## src/rtl/branch_target_buffer.sv

```systemverilog
// Direct-mapped branch target buffer with a 2-bit saturating counter per entry.
// Lookup is purely combinational from fetch_pc; training comes from the MEM-stage
// branch resolver and takes effect on the next rising edge.
module branch_target_buffer #(
  parameter int ENTRIES    = 16,
  parameter int INDEX_BITS = 4
) (
  input  logic        clk,
  input  logic        rst_n,
  input  logic [31:0] fetch_pc,
  output logic        pred_taken,
  output logic [31:0] pred_target,
  input  logic        upd_en,
  input  logic [31:0] upd_pc,
  input  logic        upd_taken,
  input  logic        upd_is_jump,
  input  logic [31:0] upd_target,
  input  logic        flush
);

  localparam int TAG_W = 30 - INDEX_BITS;

  // Counter encoding: 00 strong-NT, 01 weak-NT, 10 weak-T, 11 strong-T.
  localparam logic [1:0] CTR_WEAK_NT  = 2'b01;
  localparam logic [1:0] CTR_WEAK_T   = 2'b10;
  localparam logic [1:0] CTR_STRONG_T = 2'b11;

  logic [ENTRIES-1:0]  r_valid;
  logic [TAG_W-1:0]    r_tag    [ENTRIES];
  logic [31:0]         r_target [ENTRIES];
  logic [1:0]          r_ctr    [ENTRIES];

  logic [INDEX_BITS-1:0] w_f_idx;
  logic [TAG_W-1:0]      w_f_tag;
  logic                  w_f_hit;
  logic [INDEX_BITS-1:0] w_u_idx;
  logic [TAG_W-1:0]      w_u_tag;
  logic                  w_u_hit;
  // pc[1:0] never participate in addressing.
  logic                  w_unused_lo;

  function automatic logic [1:0] sat_inc(input logic [1:0] c);
    return (c == 2'b11) ? 2'b11 : c + 2'b01;
  endfunction

  function automatic logic [1:0] sat_dec(input logic [1:0] c);
    return (c == 2'b00) ? 2'b00 : c - 2'b01;
  endfunction

  assign w_f_idx     = fetch_pc[INDEX_BITS+1:2];
  assign w_f_tag     = fetch_pc[31:INDEX_BITS+2];
  assign w_u_idx     = upd_pc[INDEX_BITS+1:2];
  assign w_u_tag     = upd_pc[31:INDEX_BITS+2];
  assign w_unused_lo = ^{fetch_pc[1:0], upd_pc[1:0]};

  assign w_f_hit = r_valid[w_f_idx] && (r_tag[w_f_idx] == w_f_tag);
  assign w_u_hit = r_valid[w_u_idx] && (r_tag[w_u_idx] == w_u_tag);

  // Prediction sees pre-update state; rst_n gating forces outputs low the moment reset asserts.
  assign pred_taken  = rst_n && w_f_hit && r_ctr[w_f_idx][1];
  assign pred_target = pred_taken ? r_target[w_f_idx] : 32'h0;

  // Entry training: flush beats update, jumps force strong-taken, NT misses never allocate.
  always_ff @(posedge clk or negedge rst_n) begin
    if (!rst_n) begin
      r_valid <= '0;
      for (int i = 0; i < ENTRIES; i++) begin
        r_tag[i]    <= '0;
        r_target[i] <= '0;
        r_ctr[i]    <= CTR_WEAK_NT;
      end
    end else if (flush) begin
      r_valid <= '0;
    end else if (upd_en) begin
      if (w_u_hit) begin
        if (upd_is_jump) begin
          r_ctr[w_u_idx]    <= CTR_STRONG_T;
          r_target[w_u_idx] <= upd_target;
        end else if (upd_taken) begin
          r_ctr[w_u_idx]    <= sat_inc(r_ctr[w_u_idx]);
          r_target[w_u_idx] <= upd_target;
        end else begin
          r_ctr[w_u_idx]    <= sat_dec(r_ctr[w_u_idx]);
        end
      end else if (upd_is_jump || upd_taken) begin
        r_valid[w_u_idx]  <= 1'b1;
        r_tag[w_u_idx]    <= w_u_tag;
        r_target[w_u_idx] <= upd_target;
        r_ctr[w_u_idx]    <= upd_is_jump ? CTR_STRONG_T : CTR_WEAK_T;
      end
    end
  end

endmodule

```

## config.mk

```make
export PLATFORM = sky130hd
export DESIGN_NAME = branch_target_buffer
export DESIGN_NICKNAME = d
export VERILOG_FILES = /design/src/rtl/branch_target_buffer.sv
export SDC_FILE = /design/constraint.sdc
export NUM_CORES = 1
export LEC_CHECK = 0
export BUFFER_PORTS_ARGS = -buffer_cell sky130_fd_sc_hd__buf_2
export CAP_MARGIN = 20
export CORE_UTILIZATION = 40
export DETAILED_ROUTE_END_ITERATION = 8
export MAX_ROUTING_LAYER = met4
export PLACE_DENSITY_LB_ADDON = 0.3
export RECOVER_POWER = 25
export SLEW_MARGIN = 25
export SYNTH_ARGS = -nofsm -noshare
export SYNTH_HDL_FRONTEND = slang
export SYNTH_SLANG_ARGS = --single-unit
```

## constraint.sdc

```tcl
create_clock -name clk -period 12.1 [get_ports clk]
set_input_delay 2.42 -clock clk [delete_from_list [all_inputs] [get_ports clk]]
set_output_delay 2.42 -clock clk [all_outputs]
set_load 0.005 [all_outputs]
```

# [Word level (Yosys, flattened, before mapping)]
# Cells that the tools add are included.
[word_totals] regBits=976 elab_cells=131
[op_classes] n_eq_ne=5 order_cmp=6 add_sub_neg=2 mux=48 reduce_logical=15 n_bitwise=6
[ops] op="512-bit 2-to-1 mux" count=4
[ops] op="512-bit bitwise mux" count=1
[ops] op="416-bit bitwise mux" count=1
[ops] op="32-bit 2-to-1 mux" count=8
[ops] op="26-bit binary-select mux with 4-bit select" count=2
[ops] op="26-bit 2-to-1 mux" count=5
[ops] op="32-bit binary-select mux with 4-bit select" count=1
[ops] op="32-bit demux with 4-bit select" count=1
[ops] op="26-bit demux with 4-bit select" count=1
[ops] op="32-bit bitwise mux" count=3
[ops] op="16-bit 2-to-1 mux" count=4
[ops] op="26-bit == test" count=2
[ops] op="32-bit OR" count=1
[ops] op="2-bit binary-select mux with 4-bit select" count=2
[ops] op="16-bit OR" count=1
[ops] op="2-bit 2-to-1 mux" count=7
[ops] op="5-bit greater-or-equal comparator, second input constant" count=2
[ops] op="4-bit by 5-bit < comparator with 1-bit output, second input constant" count=2
[ops] op="4-bit NOT with 5-bit output" count=2
[ops] op="1-bit binary-select mux with 4-bit select" count=2
[ops] op="2-bit demux with 4-bit select" count=1
[ops] op="4-bit AND reduction" count=2
[ops] op="1-bit logical AND" count=6
[ops] op="3-bit AND reduction" count=2
[ops] op="13 further kinds" count=19

# [Depth between registers and ports, before layout]
# Gate-level depths: netlist of run 1.
[depth] ltp_word=10 mapped_depth=17 depth_no_buf=9

# [Least setup slack after synthesis of run 1]
# OpenSTA, ideal clock, no wires.
[synth_path] path_kind="input port to output port" startpoint="in fetch_pc[2]" endpoint="out pred_target[0]" n_path_buf=6 stages=9 setup_slack_ns=4.245 t_arrival_ns=5.435 cell_sequence="clkbuf_1 > buf_2 > buf_2 > clkbuf_1 > clkbuf_1 > buf_1 > mux4_2 > mux4_2 > nor2b_1"
[synth_between] elab_chain_cells=9 word_cells_on_any_way=17 classes_between="eq/ne: 1; mux: 12; bitwise: 1; reduce/logical: 3"
[synth_rtl] item="from (decl)" line="10" source="input logic [31:0] fetch_pc,"
[synth_rtl] item="4-bit NOT with 5-bit output (not written as such)" line="56, 60, 61"
[synth_rtl] item="26-bit binary-select mux with 4-bit select" line="56" source="assign w_f_hit = r_valid[w_f_idx] && (r_tag[w_f_idx] == w_f_tag);"
[synth_rtl] item="26-bit 2-to-1 mux (not written as such) (2 in series)" line="56"
[synth_rtl] item="26-bit == test" line="56"
[synth_rtl] item="1-bit logical AND" line="56"
[synth_rtl] item="1-bit logical AND (2 in series)" line="60" source="assign pred_taken = rst_n && w_f_hit && r_ctr[w_f_idx][1];"
[synth_rtl] item="32-bit 2-to-1 mux *" line="61" source="assign pred_target = pred_taken ? r_target[w_f_idx] : 32'h0;"
[synth_rtl] item="to (decl)" line="12" source="output logic [31:0] pred_target,"
# Every way passes the cells marked *; elsewhere a longest branch is shown, timed or not. The select of a mux whose other input is x is not followed.

# [Worst setup path after layout of run 1]
[layout_path] startpoint="in fetch_pc[2]" endpoint="out pred_target[25]"
# The elaborated chain is that of the path after synthesis.

==> qor.txt, run 1 <==
Status - finished with violations
Failing checks - design-rule violations, max-capacitance violations, max-slew violations
Share of layout cells above drive strength 1 - 52.61%
Post-CTS sizing - 0
Yosys reg bits - 976
CTS tree - built
# setup viols final - 0
Row count - 129
Top cell type's share of synthesized area - 47.95%
Switch share - 26.14%
Worst-Margin Slew - 3.989 ns
Die X - 355.9 um
Count leader, synth - dfrtp_1
Initial Utilization - 40.41%
Dominant cell type by area after synthesis - dfrtp_1
Hold_ws - 0.5007 ns
I/O pins - 135
Vias in the first global route - 31,000
Largest net degree at the start of global routing - 156
Comb pwr share - 17.8%
Syn Inst Count - 3,229
Post-synthesis sequential area ratio - 48.79%
VDD IR-drop max - 117.7 uV
HPWL after DPL - 79,530 um
Setup TNS - 0 ns
Post-Synth XOR/XNOR Area - 0.8042%
Clock transition at path regs - 0.06 ns
Pwr Total - 9.086 mW
Most used DFF post-synth - dfrtp_1
HP Class - reg2reg
Fillers - 11,000
Cell Int Power - 6.711 mW
Placed insts - 4,776
Height of the die - 355.9 um
Worst Path Arrival - 6.59 ns
CTS hold repair buffers - 0
Mapped Area - 50,100 um2
Syn Nets - 3,331
Num CTS Buffers - 106
Final instance count without filler cells - 4,981
Core area - 124,000 um2
Placed cell area - 52,120 um2
Post-CTS Repair Setup Buffers - 0
Gpl congestion - 0.8786
Area Overhead vs Synth - 11.18%
Drt total wl - 139,700 um
Global Route Usage Sum - 23.09%
Max Fclk - 111.0 MHz
Worst-skew pair later-pin latency - 0.74 ns
Clk sinks - 976
Crit Path Class - in2out
Synth Area in Adders - 0.03996%
Root buf cell - clkbuf_16
Initial antenna violation count - 17
Synth Area in Compound Gates - 3.112%
Clock share of power - 36.3%
Synth top cells by count - 960 x dfrtp_1, 806 x mux2_2, 386 x mux4_2, 180 x clkbuf_1, 128 x mux2_4
Finished Cell Area - 55,700 um2
Ys Warns - 0
CTS H-Tree Depth - 3
Synth Area in Simple Gates - 2.870%
Remaining Overflow, GRT - 0
Clock Path Buffers - 3
Pwr Density - 163.1 nW/um2
Slew headroom - -166.0%
Port Buffer Count - 130
Synth Area per Inst - 15.51 um2
ANT nets after route - 0
Drt via density - 5.972
Main combinational cell family by area after synthesis - multiplexers
Startpoint Class - primary input
DR WL/cell - 28.04 um
Final period utilization - 74.43%
Via count - 29,750
Total Nets Final - 3,350
Pre-antenna DRT Iters - 9
Final Critical Period - 9.006 ns
RSZ-0062 raised after global routing - no
Critical Path RT - 9.68 ns
Leak pwr - 24.08 nW
Global-route wire length before repair - 211,800 um
DRC errors left - 16
Crit end category - output pin
Fin. Hold Viols - 0
Final setup skew - 0.04982 ns
FFs w/ async S/R, synth - 100.0%
DRT iter0 DRCs - 2,634
Max-slew violation count - 403
Post-synth EDFFs - 0
Total die area - 126,700 um2
CP max FO - 68
Psw - 2.375 mW
Reg power frac - 45.9%
Max Cap Violations - 7
Largest cells by area after synthesis - dfrtp_1 48%, mux2_2 18%, mux4_2 17%
Multiplexer area fraction after synthesis - 41.11%
Cell variety after synth - 79
## worst paths after layout
| path | startpoint | end | slack, ns | cells past startpoint |
|---|---|---|---|---|
| min in group asynchronous | rst_n | r_tag[120] | 1.66 | 1 |
| max in group asynchronous | rst_n | r_tag[279] | 4.61 | 4 |
| min | r_target[101] | r_target[101] | 0.50 | 1 |
| min reg2reg | r_target[101] | r_target[101] | 0.50 | 1 |
| max | fetch_pc[2] | pred_target[25] | 3.09 | 10 |
| max reg2reg | r_tag[149] | r_tag[125] | 7.34 | 10 |
## cell usage in the layout, fill, tap and decap left out, types with 8 or more instances in the layout
| cell type | count |
|---|---|
| xor2_1 | 15 |
| nor2_1 | 46 |
| o32ai_1 | 9 |
| nor2b_1 | 46 |
| mux4_2 | 386 |
| o21ai_0 | 28 |
| a2bb2oi_1 | 10 |
| mux2_4 | 128 |
| nand4_1 | 11 |
| a21o_1 | 9 |
| o211ai_1 | 22 |
| a22oi_1 | 15 |
| diode_2 | 14 |
| mux2i_1 | 80 |
| clkbuf_16 | 106 |
| inv_1 | 27 |
| nor3_1 | 16 |
| nand2_1 | 63 |
| dfstp_2 | 16 |
| mux2_2 | 806 |
| nor2_4 | 16 |
| a21oi_1 | 9 |
| clkbuf_1 | 34 |
| buf_2 | 122 |
| nor3_4 | 16 |
| xnor2_1 | 31 |
| a21bo_2 | 8 |
| buf_4 | 64 |
| o31ai_1 | 8 |
| clkinv_2 | 14 |
| clkbuf_8 | 28 |
| dfrtp_1 | 960 |
| o22ai_1 | 15 |
| nand3_1 | 24 |
## power by group through the flow
stage          registers (mW)  clock network (mW)  logic (mW)
6_report                 4.17                3.30        1.61
5_1_grt                  4.24                3.51        1.73
4_1_cts                  4.16                3.38        1.63
3_5_place_dp             4.21                   0        1.62
3_3_place_gp             4.19                   0        1.59
2_1_floorplan            4.09                   0        1.25
## kinds of logic (layout without fill, tap and decap cells)
logic type / Yosys count / in the layout
xor gates and xnor gates: 46 / 46
other: 0 / 14
DFF: 976 / 976
muxes: 1405 / 1405
and+or+nand+nor: 267 / 267
adders and majority gates: 2 / 2
buffers and inverters: 326 / 427
AOI/OAI and AO/OA: 207 / 207
## metrics by stage
step	setup slack [ns]	utilization [%]
after floorplan	4.245	-
after global placement	2.877	42.04
after detailed placement	2.837	42.05
after CTS	2.821	44.91
after global routing	2.862	44.93
final	3.094	44.93
## critical path, stage by stage
cell     delay, ns
buf_8         0.65
mux4_2        0.60
mux4_2        0.50
xnor2_1       0.64
nand4_1       0.24
nor4_1        0.58
nand4_1       0.17
buf_4         0.34
nor2b_1       0.21
buf_2         0.13
## cell type report
class	instances	area, um2	share of cell area (%)
Clock buffer	159	3122	5.605
Sequential cell	976	24440	43.88
Antenna cell	14	35.03	0.06290
Inverter	31	116.4	0.2089
Multi-Input combinational cell	1927	24210	43.47
Clock inverter	31	432.9	0.7772
Timing Repair Buffer	206	1287	2.311
Tap cell	1637	2048	3.677
## sequential cells by signal (all words and copies together), names as in the netlist
signal and flops:
r_valid 16, r_tag 416, r_ctr 32, r_target 512
## per-layer routing
metal | global-route usage, % | wire length (um) | vias up
li1 | - | - | 12360
met1 | 31.65 | 61290 | 16230
met2 | 35.65 | 66710 | 917
met3 | 4.082 | 8395 | 240
met4 | 5.665 | 3284 | 0
met5 | - | 0 | -
Note: power is estimated with default switching activity, not from simulation.
==> run 2, diff against run 1 <==
- clock period: 12.1 -> 8.4 ns (I/O delays scaled with it)
==> run 2 against run 1 <==
Effect of this change: hold slack worse by 0.00098 ns; highest routed layer unchanged; the run still ends with design-rule violations, max-capacitance violations, max-slew violations left; largest cell class unchanged; clock skew down 0.0075 ns; count of clock-buffer cells in the layout down 12; first-iteration DRC count up 2.3%; utilization up 0.28 points; via count up 0.12%; register-to-register slack worse by 3.3 ns; critical path type unchanged; global-route usage about the same; sequential cell count unchanged; sequential share of layout area down 0.27 points.
==> qor.txt, run 2 (same netlist as run 1, synthesis figures left out) <==
ANT nets after route - 0 (unchanged)
VDD IR-drop max - 168.7 uV (was 117.7 uV)
Worst-skew pair later-pin latency - 0.74 ns (about the same)
CTS hold repair buffers - 0 (unchanged)
Pwr Density - 237.5 nW/um2 (was 163.1 nW/um2)
Global-route wire length before repair - 211,900 um (was 211,800 um)
RSZ-0062 raised after global routing - no (unchanged)
Final setup skew - 0.04232 ns (was 0.04982 ns)
Die X - 355.9 um (unchanged)
Share of layout cells above drive strength 1 - 53.21% (was 52.61%)
Core area - 124,000 um2 (unchanged)
Initial antenna violation count - 17 (unchanged)
CP max stage cell - nor4_2 (was buf_8)
HP Class - reg2reg (unchanged)
Post-CTS sizing - 0 (unchanged)
Post-CTS Repair Setup Buffers - 0 (unchanged)
Fin. Hold Viols - 0 (unchanged)
DRT iter0 DRCs - 2,695 (was 2,634)
Max-slew violation count - 694 (was 403)
CTS tree - built (unchanged)
Vias in the first global route - 31,080 (was 31,000)
Via count - 29,780 (was 29,750)
Total die area - 126,700 um2 (unchanged)
CTS H-Tree Depth - 3 (unchanged)
Most frequent CP cell - buf_4
Top flop regs - r_target x512, r_tag x416, r_ctr x32 (unchanged)
Placed insts - 4,790 (was 4,776)
Hold path start - r_target[69] (was r_target[101])
Final instance count without filler cells - 5,004 (was 4,981)
Root buf cell - clkbuf_16 (unchanged)
Drt via density - 5.952 (was 5.972)
Global Route Usage Sum - 23.11% (was 23.09%)
Status - finished with violations (unchanged)
Flop2flop setup slack - 4.03 ns (was 7.34 ns)
Crit end category - output pin (unchanged)
Port Buffer Count - 130 (unchanged)
Initial Utilization - 40.41% (unchanged)
Leak pwr - 24.26 nW (was 24.08 nW)
Pwr Total - 13.31 mW (was 9.086 mW)
Max Fclk - 133.6 MHz
Total Nets Final - 3,364 (was 3,350)
Worst Path Arrival - 5.80 ns (was 6.59 ns)
Pre-antenna DRT Iters - 9 (unchanged)
Num CTS Buffers - 107 (was 106)
Clock transition at path regs - 0.06 ns (about the same)
CP Launch Point - fetch_pc[2] (unchanged)
Critical Path RT - 6.72 ns (was 9.68 ns)
Crit Path Class - in2out (unchanged)
Clk sinks - 976 (unchanged)
Final period utilization - 89.09%
Remaining Overflow, GRT - 0 (unchanged)
Largest net degree at the start of global routing - 157 (was 156)
Gpl congestion - 0.8632 (was 0.8786)
CP max stage delay - 0.64 ns (was 0.65 ns)
Most common cell after layout, fill and taps aside - dfrtp_1 (unchanged)
Row count - 129 (unchanged)
Clock Path Buffers - 3 (unchanged)
Drt total wl - 140,100 um (was 139,700 um)
DR WL/cell - 27.99 um (was 28.04 um)
Final Critical Period - 7.483 ns
# setup viols final - 0 (unchanged)
Max Cap Violations - 9 (was 7)
Height of the die - 355.9 um (unchanged)
CP max FO - 45 (was 68)
Slew headroom - -175.0% (was -166.0%)
Startpoint Class - primary input (unchanged)
HPWL after DPL - 81,400 um (was 79,530 um)
Reg2reg start - r_tag[146] (was r_tag[149])
Area Overhead vs Synth - 11.88% (was 11.18%)
DRC errors left - 18 (was 16)
Max FFs per register - 512 (unchanged)
Most flop-heavy register - r_target (unchanged)
I/O pins - 135 (unchanged)
Failing checks - design-rule violations, max-capacitance violations, max-slew violations (unchanged)
Crit-path cells - buf_8, buf_4, mux4_2, mux4_2, xnor2_1, nand2_1, nor4_2, buf_4, nand4_1, buf_4, buf_12, nor2b_1, buf_2 (was buf_8, mux4_2, mux4_2, xnor2_1, nand4_1, nor4_1, nand4_1, buf_4, nor2b_1, buf_2)
Commonest non-fill, non-tap cells in the layout - 960 x dfrtp_1, 806 x mux2_2, 386 x mux4_2, 128 x mux2_4, 122 x buf_2 (unchanged)
Setup TNS - 0 ns (unchanged)
Worst-Margin Slew - 4.125 ns (was 3.989 ns)
## run 2: cell types whose count changed in the layout (fill, tap and decap cells not counted), moves of 2 or more
cell / before / now
buf_6: 6 / 2
clkbuf_2: 0 / 3
clkinvlp_4: 3 / 7
clkbuf_1: 34 / 22
clkbuf_8: 28 / 23
buf_12: 2 / 6
clkinv_2: 14 / 20
diode_2: 14 / 16
inv_6: 2 / 5
clkbuf_16: 106 / 108
clkinv_4: 0 / 2
buf_4: 64 / 75
bufinv_16: 6 / 11
## run 2: path summary, 6_finish.rpt
path                            cells past startpoint         endpoint
max in group asynchronous                           3    r_target[213]
worst min-delay path                                1     r_target[69]
min in group asynchronous                           1       r_tag[307]
worst max register to register                     11       r_tag[109]
worst max-delay path                               13  pred_target[15]
worst min register to register                      1     r_target[69]
## run 2: power breakdown
group | switching [mW] | total (mW) | leakage, nW | internal, mW
Sequential | 0.502 | 6.01 | 12.7 | 5.51
Combinational | 0.924 | 2.33 | 9.78 | 1.41
Clock | 2.06 | 4.97 | 1.83 | 2.91
Total | 3.49 | 13.3 | 24.3 | 9.83
## run 2: stage by stage
stage | hold WS [ns] | util, % | instance area [um2] | worst slack (ns)
2_1_floorplan | 0.4661 | - | 50100 | 2.025
5_1_grt | 0.5119 | 45.21 | 56040 | 0.3481
6_report | 0.4998 | 45.22 | 56050 | 0.9167
4_1_cts | 0.5032 | 45.21 | 56040 | 0.6694
3_5_place_dp | 0.4901 | 42.19 | 52300 | 0.6971
3_3_place_gp | 0.4831 | 42.17 | 52280 | 0.7008
## run 2: area by class of cell
cell class,instances,area (um2)
multi-input combinational,1927,24220
tap,1637,2048
clock buffer,147,3069
inverter,31,116.4
clock inverter,51,668.1
timing repair buffer,219,1446
sequential,976,24440
antenna,16,40.04
fill,11000,67910
## run 2: layer usage
| metal | vias to the layer above | part of all wire [%] | track usage [%] |
|---|---|---|---|
| met5 | - | 0 | - |
| met4 | 0 | 2.5 | 6.206 |
| met3 | 227 | 5.9 | 4.159 |
| met2 | 845 | 48 | 35.60 |
| met1 | 16310 | 44 | 31.46 |
| li1 | 12410 | - | - |
## run 2: critical path: cells and delay by family
kind / cells / cell delay (ns)
buf+inv: 6 / 1.76
mux: 2 / 1.14
xor+xnor: 1 / 0.18
simple gates: 4 / 0.95
